--- src/rtl/if_id_stage.sv ---
// IF/ID front-end stage: PC register, IF/ID pipeline register and the ID/EX control word.
// Applies stall, redirect or normal advance each edge and keeps saturating event counters.
module if_id_stage #(
  parameter int unsigned       ADDR_W   = 32,
  parameter int unsigned       INSTR_W  = 32,
  parameter int unsigned       CTRL_W   = 8,
  parameter logic [ADDR_W-1:0] RESET_PC = '0,
  parameter int unsigned       CNT_W    = 16
) (
  input  logic               clk,
  input  logic               rst_n,
  output logic [ADDR_W-1:0]  imem_addr,
  input  logic [INSTR_W-1:0] imem_rdata,
  input  logic               stall,
  input  logic               idflush,
  input  logic               branch_taken,
  input  logic [ADDR_W-1:0]  branch_target,
  input  logic [CTRL_W-1:0]  id_ctrl,
  output logic [ADDR_W-1:0]  pc,
  output logic [INSTR_W-1:0] if_id_instr,
  output logic [ADDR_W-1:0]  if_id_pc4,
  output logic               if_id_valid,
  output logic [CTRL_W-1:0]  idex_ctrl,
  output logic [CNT_W-1:0]   bubble_cnt,
  output logic [CNT_W-1:0]   redirect_cnt
);

  typedef enum logic [1:0] {
    ACT_NORMAL,
    ACT_REDIRECT,
    ACT_STALL
  } action_e;

  action_e            action;
  logic [ADDR_W-1:0]  pc_q, pc_d, pc_plus4;
  logic [INSTR_W-1:0] instr_q, instr_d;
  logic [ADDR_W-1:0]  pc4_q, pc4_d;
  logic               valid_q, valid_d;
  logic [CTRL_W-1:0]  idex_q, idex_d;
  logic [CNT_W-1:0]   bubble_q, bubble_d;
  logic [CNT_W-1:0]   redirect_q, redirect_d;
  logic               nop_load;

  assign pc_plus4 = pc_q + ADDR_W'(4);
  assign nop_load = stall | idflush;

  always_comb begin
    if (stall)             action = ACT_STALL;
    else if (branch_taken) action = ACT_REDIRECT;
    else                   action = ACT_NORMAL;
  end

  always_comb begin
    pc_d       = pc_q;
    instr_d    = instr_q;
    pc4_d      = pc4_q;
    valid_d    = valid_q;
    idex_d     = nop_load ? '0 : id_ctrl;
    bubble_d   = bubble_q;
    redirect_d = redirect_q;
    case (action)
      ACT_NORMAL: begin
        pc_d    = pc_plus4;
        instr_d = imem_rdata;
        pc4_d   = pc_plus4;
        valid_d = 1'b1;
      end
      ACT_REDIRECT: begin
        // Squash the wrong-path fetch already sitting in IF/ID
        pc_d    = {branch_target[ADDR_W-1:2], 2'b00};
        instr_d = '0;
        pc4_d   = '0;
        valid_d = 1'b0;
        if (redirect_q != '1) redirect_d = redirect_q + CNT_W'(1);
      end
      default: begin
      end
    endcase
    if (nop_load && bubble_q != '1) bubble_d = bubble_q + CNT_W'(1);
  end

  always_ff @(posedge clk or negedge rst_n) begin
    if (!rst_n) begin
      pc_q       <= RESET_PC;
      instr_q    <= '0;
      pc4_q      <= '0;
      valid_q    <= 1'b0;
      idex_q     <= '0;
      bubble_q   <= '0;
      redirect_q <= '0;
    end else begin
      pc_q       <= pc_d;
      instr_q    <= instr_d;
      pc4_q      <= pc4_d;
      valid_q    <= valid_d;
      idex_q     <= idex_d;
      bubble_q   <= bubble_d;
      redirect_q <= redirect_d;
    end
  end

  assign pc           = pc_q;
  assign imem_addr    = pc_q;
  assign if_id_instr  = instr_q;
  assign if_id_pc4    = pc4_q;
  assign if_id_valid  = valid_q;
  assign idex_ctrl    = idex_q;
  assign bubble_cnt   = bubble_q;
  assign redirect_cnt = redirect_q;

endmodule

--- config.mk ---
export PLATFORM = sky130hd
export DESIGN_NAME = if_id_stage
export DESIGN_NICKNAME = d
export VERILOG_FILES = /design/src/rtl/if_id_stage.sv
export SDC_FILE = /design/constraint.sdc
export NUM_CORES = 1
export LEC_CHECK = 0
export CAP_MARGIN = 40
export CORE_MARGIN = 2
export CORE_UTILIZATION = 48
export CTS_CLUSTER_DIAMETER = 100
export DETAILED_ROUTE_END_ITERATION = 8
export HOLD_SLACK_MARGIN = 0.05
export PLACE_DENSITY = 0.82
export SYNTH_ARGS = -nofsm -noshare
export SYNTH_HDL_FRONTEND = slang
export SYNTH_SLANG_ARGS = --single-unit
--- constraint.sdc ---
create_clock -name clk -period 2.6 [get_ports clk]
set_input_delay 0.26 -clock clk [delete_from_list [all_inputs] [get_ports clk]]
set_output_delay 0.26 -clock clk [all_outputs]
set_load 0.01 [all_outputs]
==> flow_metrics.py <==
metrics = {
    "outcome": {
        "status": "finished, final reports clean",
    },
    "global_route": {
        "grt_use_total": 0.256,
        "antenna_found_initial": 0,
        "grt-ovfl-total": 0,
        "grt_max_degree": 59,
        "grt_pass1_wl_mm": 28.8,
        "grt_pass1_vias": 5580,
    },
    "routing": {
        "vias_per_cell": 5.66,
        "wl_mm": 18.1,
        "dr.pass1.iters": 7,
        "drt_iter0_drc": 509,
        "wl_per_cell_um": 17.9,
        "route.vias.total": 5728,
        "drcViolationCount": 0,
        "antenna_left": 0,
    },
    "synth": {
        "yosysWarningCount": 0,
        "synthMuxAreaShare": 0.0161,
        "synthFlopType": "dfrtp_1",
        "avgSynthCellArea_um2": 10.4,
        "synthAdderAreaFrac": 0.00581,
        "synth-simple-area-share": 0.197,
        "synth_edf_count": 0,
        "async_flop_share": 1.00,
        "synthCells": 618,
        "synth_top_family_by_area": "simple AND/OR/NAND/NOR gates",
        "ys_types": 47,
        "synth.cell_area_mm2": 0.00646,
        "synth-compound-area-share": 0.127,
        "synth_xor_area_frac": 0.0692,
        "synth.yosys.seq_area_share": 0.519,
        "ys_ff_latch": 134,
    },
    "timing": {
        "layout_min_cycle_time_ns": 2.21,
        "setup_viol": 0,
        "slew_headroom": 0.564,
        "finalCritPeriodShare": 0.851,
        "fmax_mhz": 452,
        "clock_skew_ns": 0.00643,
        "worst_pin_slew_ns": 0.652,
        "slew_viol_final": 0,
        "rsz0062_at_grt": "no",
        "tns_ns": 0,
        "finalHoldViolations": 0,
    },
    "clock_tree": {
        "h-tree-depth": 4,
        "cts_resized": 0,
        "tritoncts": "built",
        "cts_buffer_depth": 2,
        "clk_pin_slew_worst_paths_ns": 0.06,
        "cts_buffers": 17,
        "clock_sinks": 134,
        "cts-root-buf": "clkbuf_16",
        "worst_skew_pair.late_latency_ns": 0.42,
    },
    "cells_and_area": {
        "diodes": 0,
        "area_growth_pct": 46.5,
        "fin_cells": 1012,
        "drive_gt1_frac": 0.0742,
        "mostFrequentLayoutCells": "clkdlybuf4s50_1 (237), dfrtp_1 (134), nand2_1 (64)",
        "final_nets": 903,
        "final_common_cell": "clkdlybuf4s50_1",
    },
    "setup_path": {
        "regToRegSetupSlack_ns": 0.39,
        "critical_path.cell_chain": "ha_1 -> inv_1 -> nor4_4 -> nand4_1 -> or3_1 -> nand3_1",
        "worstReg2RegStart": "imem_addr[3]",
        "critPathRequiredTime_ns": 2.95,
        "critPathKind": "reg2reg",
        "critPathMaxStageDelay_ns": 0.52,
        "cp-endpoint": "imem_addr[16]",
        "startpoint_type": "flip-flop",
        "critPathMaxFanout": 6,
        "cp-end-kind": "flip-flop",
        "crit_arrival_ns": 2.57,
        "critPathSlowestCell": "nor4_4",
        "r2r_cells": 6,
        "startpoint": "imem_addr[3]",
        "r2r_end": "imem_addr[16]",
    },
    "die": {
        "ioPinCount": 246,
        "die-area_mm2": 0.0144,
        "core_area_mm2": 0.0132,
        "rows": 42,
        "start_util": 0.490,
        "die_x_um": 120,
        "fp.dieH_um": 120,
    },
    "power_and_ir_drop": {
        "p_switching_mw": 1.99,
        "swShare": 0.279,
        "leakage_nw": 3.97,
        "clkPwrFrac": 0.370,
        "p_int_mw": 5.14,
        "combPwrFrac": 0.241,
        "p_per_area_mw_per_mm2": 754,
        "seq_power_share": 0.389,
        "vdd_drop_max_mv": 0.442,
    },
    "placed_design": {
        "hpwlAfterDp_mm": 12.8,
        "dp_cells": 979,
        "numPortBuffers": 239,
        "gp_routability_congestion": 0.899,
    },
    "worst_hold_path": {
        "min_path_type": "in2reg",
    },
    "flow_run": {
        "drv_cap": 0,
    },
}
[how the worst min path moves through the flow]
stage                            to  slack (ns)  startpoint  depth (start not counted)
global route        if_id_instr[13]        0.29       stall                          2
CTS                 if_id_instr[13]        0.26       stall                          2
detailed placement    imem_addr[10]        0.24       rst_n                          1
global placement      imem_addr[10]        0.23       rst_n                          1
floorplan             bubble_cnt[0]       -0.04       rst_n                          0
finish              if_id_instr[13]        0.26       stall                          2
[repair_timing]
item,CTS,global route
endpoints found under the hold margin,52,0
setup endpoints to repair,0,0
hold buffers,1,0
setup buffers,0,0
[worst max-delay path, delay by kind of cell, from the launching register on]
family,cells,cell delay [ns]
AND/OR/NAND/NOR,4,1.19
adder cells (fa/ha/maj),1,0.35
flip-flops,1,0.46
buffers and inverters,1,0.15
[synthesized netlist by cell type, types with 3 or more instances]
master,n,area (µm²)
nand3_1,53,265
nand4_1,13,81.3
clkbuf_1,23,86.3
xnor2_1,34,298
a22oi_1,23,173
and4_1,9,78.8
o21ai_0,26,130
o311ai_0,5,43.8
xor2_1,17,149
buf_2,6,30.0
a221o_1,3,30.0
nor3b_1,3,22.5
a22o_1,33,289
mux2i_1,7,70.1
o31ai_1,7,52.6
nand2_1,64,240
nand4_4,3,63.8
nor3_1,10,50.1
inv_1,6,22.5
buf_4,35,263
and2_1,12,75.1
or3_1,10,62.6
a21oi_1,7,35.0
buf_1,6,22.5
dfrtp_1,134,3350
and3_1,16,100
mux2_2,3,33.8
nor2_1,24,90.1
ha_1,3,37.5
[sequential cells by signal, summed over array words and instances (netlist names)]
signal and cells:
idex_ctrl 8, if_id_instr 32, bubble_cnt 16, if_id_pc4 31, redirect_cnt 16, imem_addr 30
if_id_valid 1
[power by group through the flow]
stage               registers, mW  clock network, mW  logic [mW]
detailed placement           2.79                  0        1.73
global placement             2.77                  0        1.69
global route                 2.82               2.76        1.85
floorplan                    2.81                  0       0.733
finish                       2.77               2.64        1.72
CTS                          2.77               2.67        1.73
[kinds of logic after synthesis]
group | count (synthesis)
AO/OA/AOI/OAI | 112
flip-flops | 134
AND/OR/NAND/NOR | 231
adder cells (fa/ha/maj) | 3
XOR/XNOR | 51
buffers and inverters | 76
other | 1
multiplexers | 10
[layer usage]
metal,GRT usage,vias up,wire [µm]
met3,0.0856,41,1700
met5,0,-,0
met4,0.111,0,407
met1,0.305,2797,6980
met2,0.424,294,9030
li1,-,2596,-
[area by class of cell]
cell class	instances	area [µm²]
Sequential cell	134	3350
Timing Repair Buffer	253	2510
Clock inverter	8	169
Tap cell	176	220
Clock buffer	24	482
Fill cell	942	3730
Multi-Input combinational cell	411	2700
Inverter	6	22.5
[stage by stage]
stage               setup WS (ns)  hold slack (ns)  total power, mW   util  cell area (µm²)
global route                0.275            0.288             7.44  0.717             9460
floorplan                   0.719          -0.0356             3.54      -             6470
detailed placement          0.390            0.241             4.52  0.667             8800
finish                      0.387            0.261             7.13  0.717             9460
CTS                         0.462            0.261             7.17  0.717             9460
global placement            0.418            0.230             4.46  0.667             8800
Note: power is estimated with default switching activity, not from simulation.
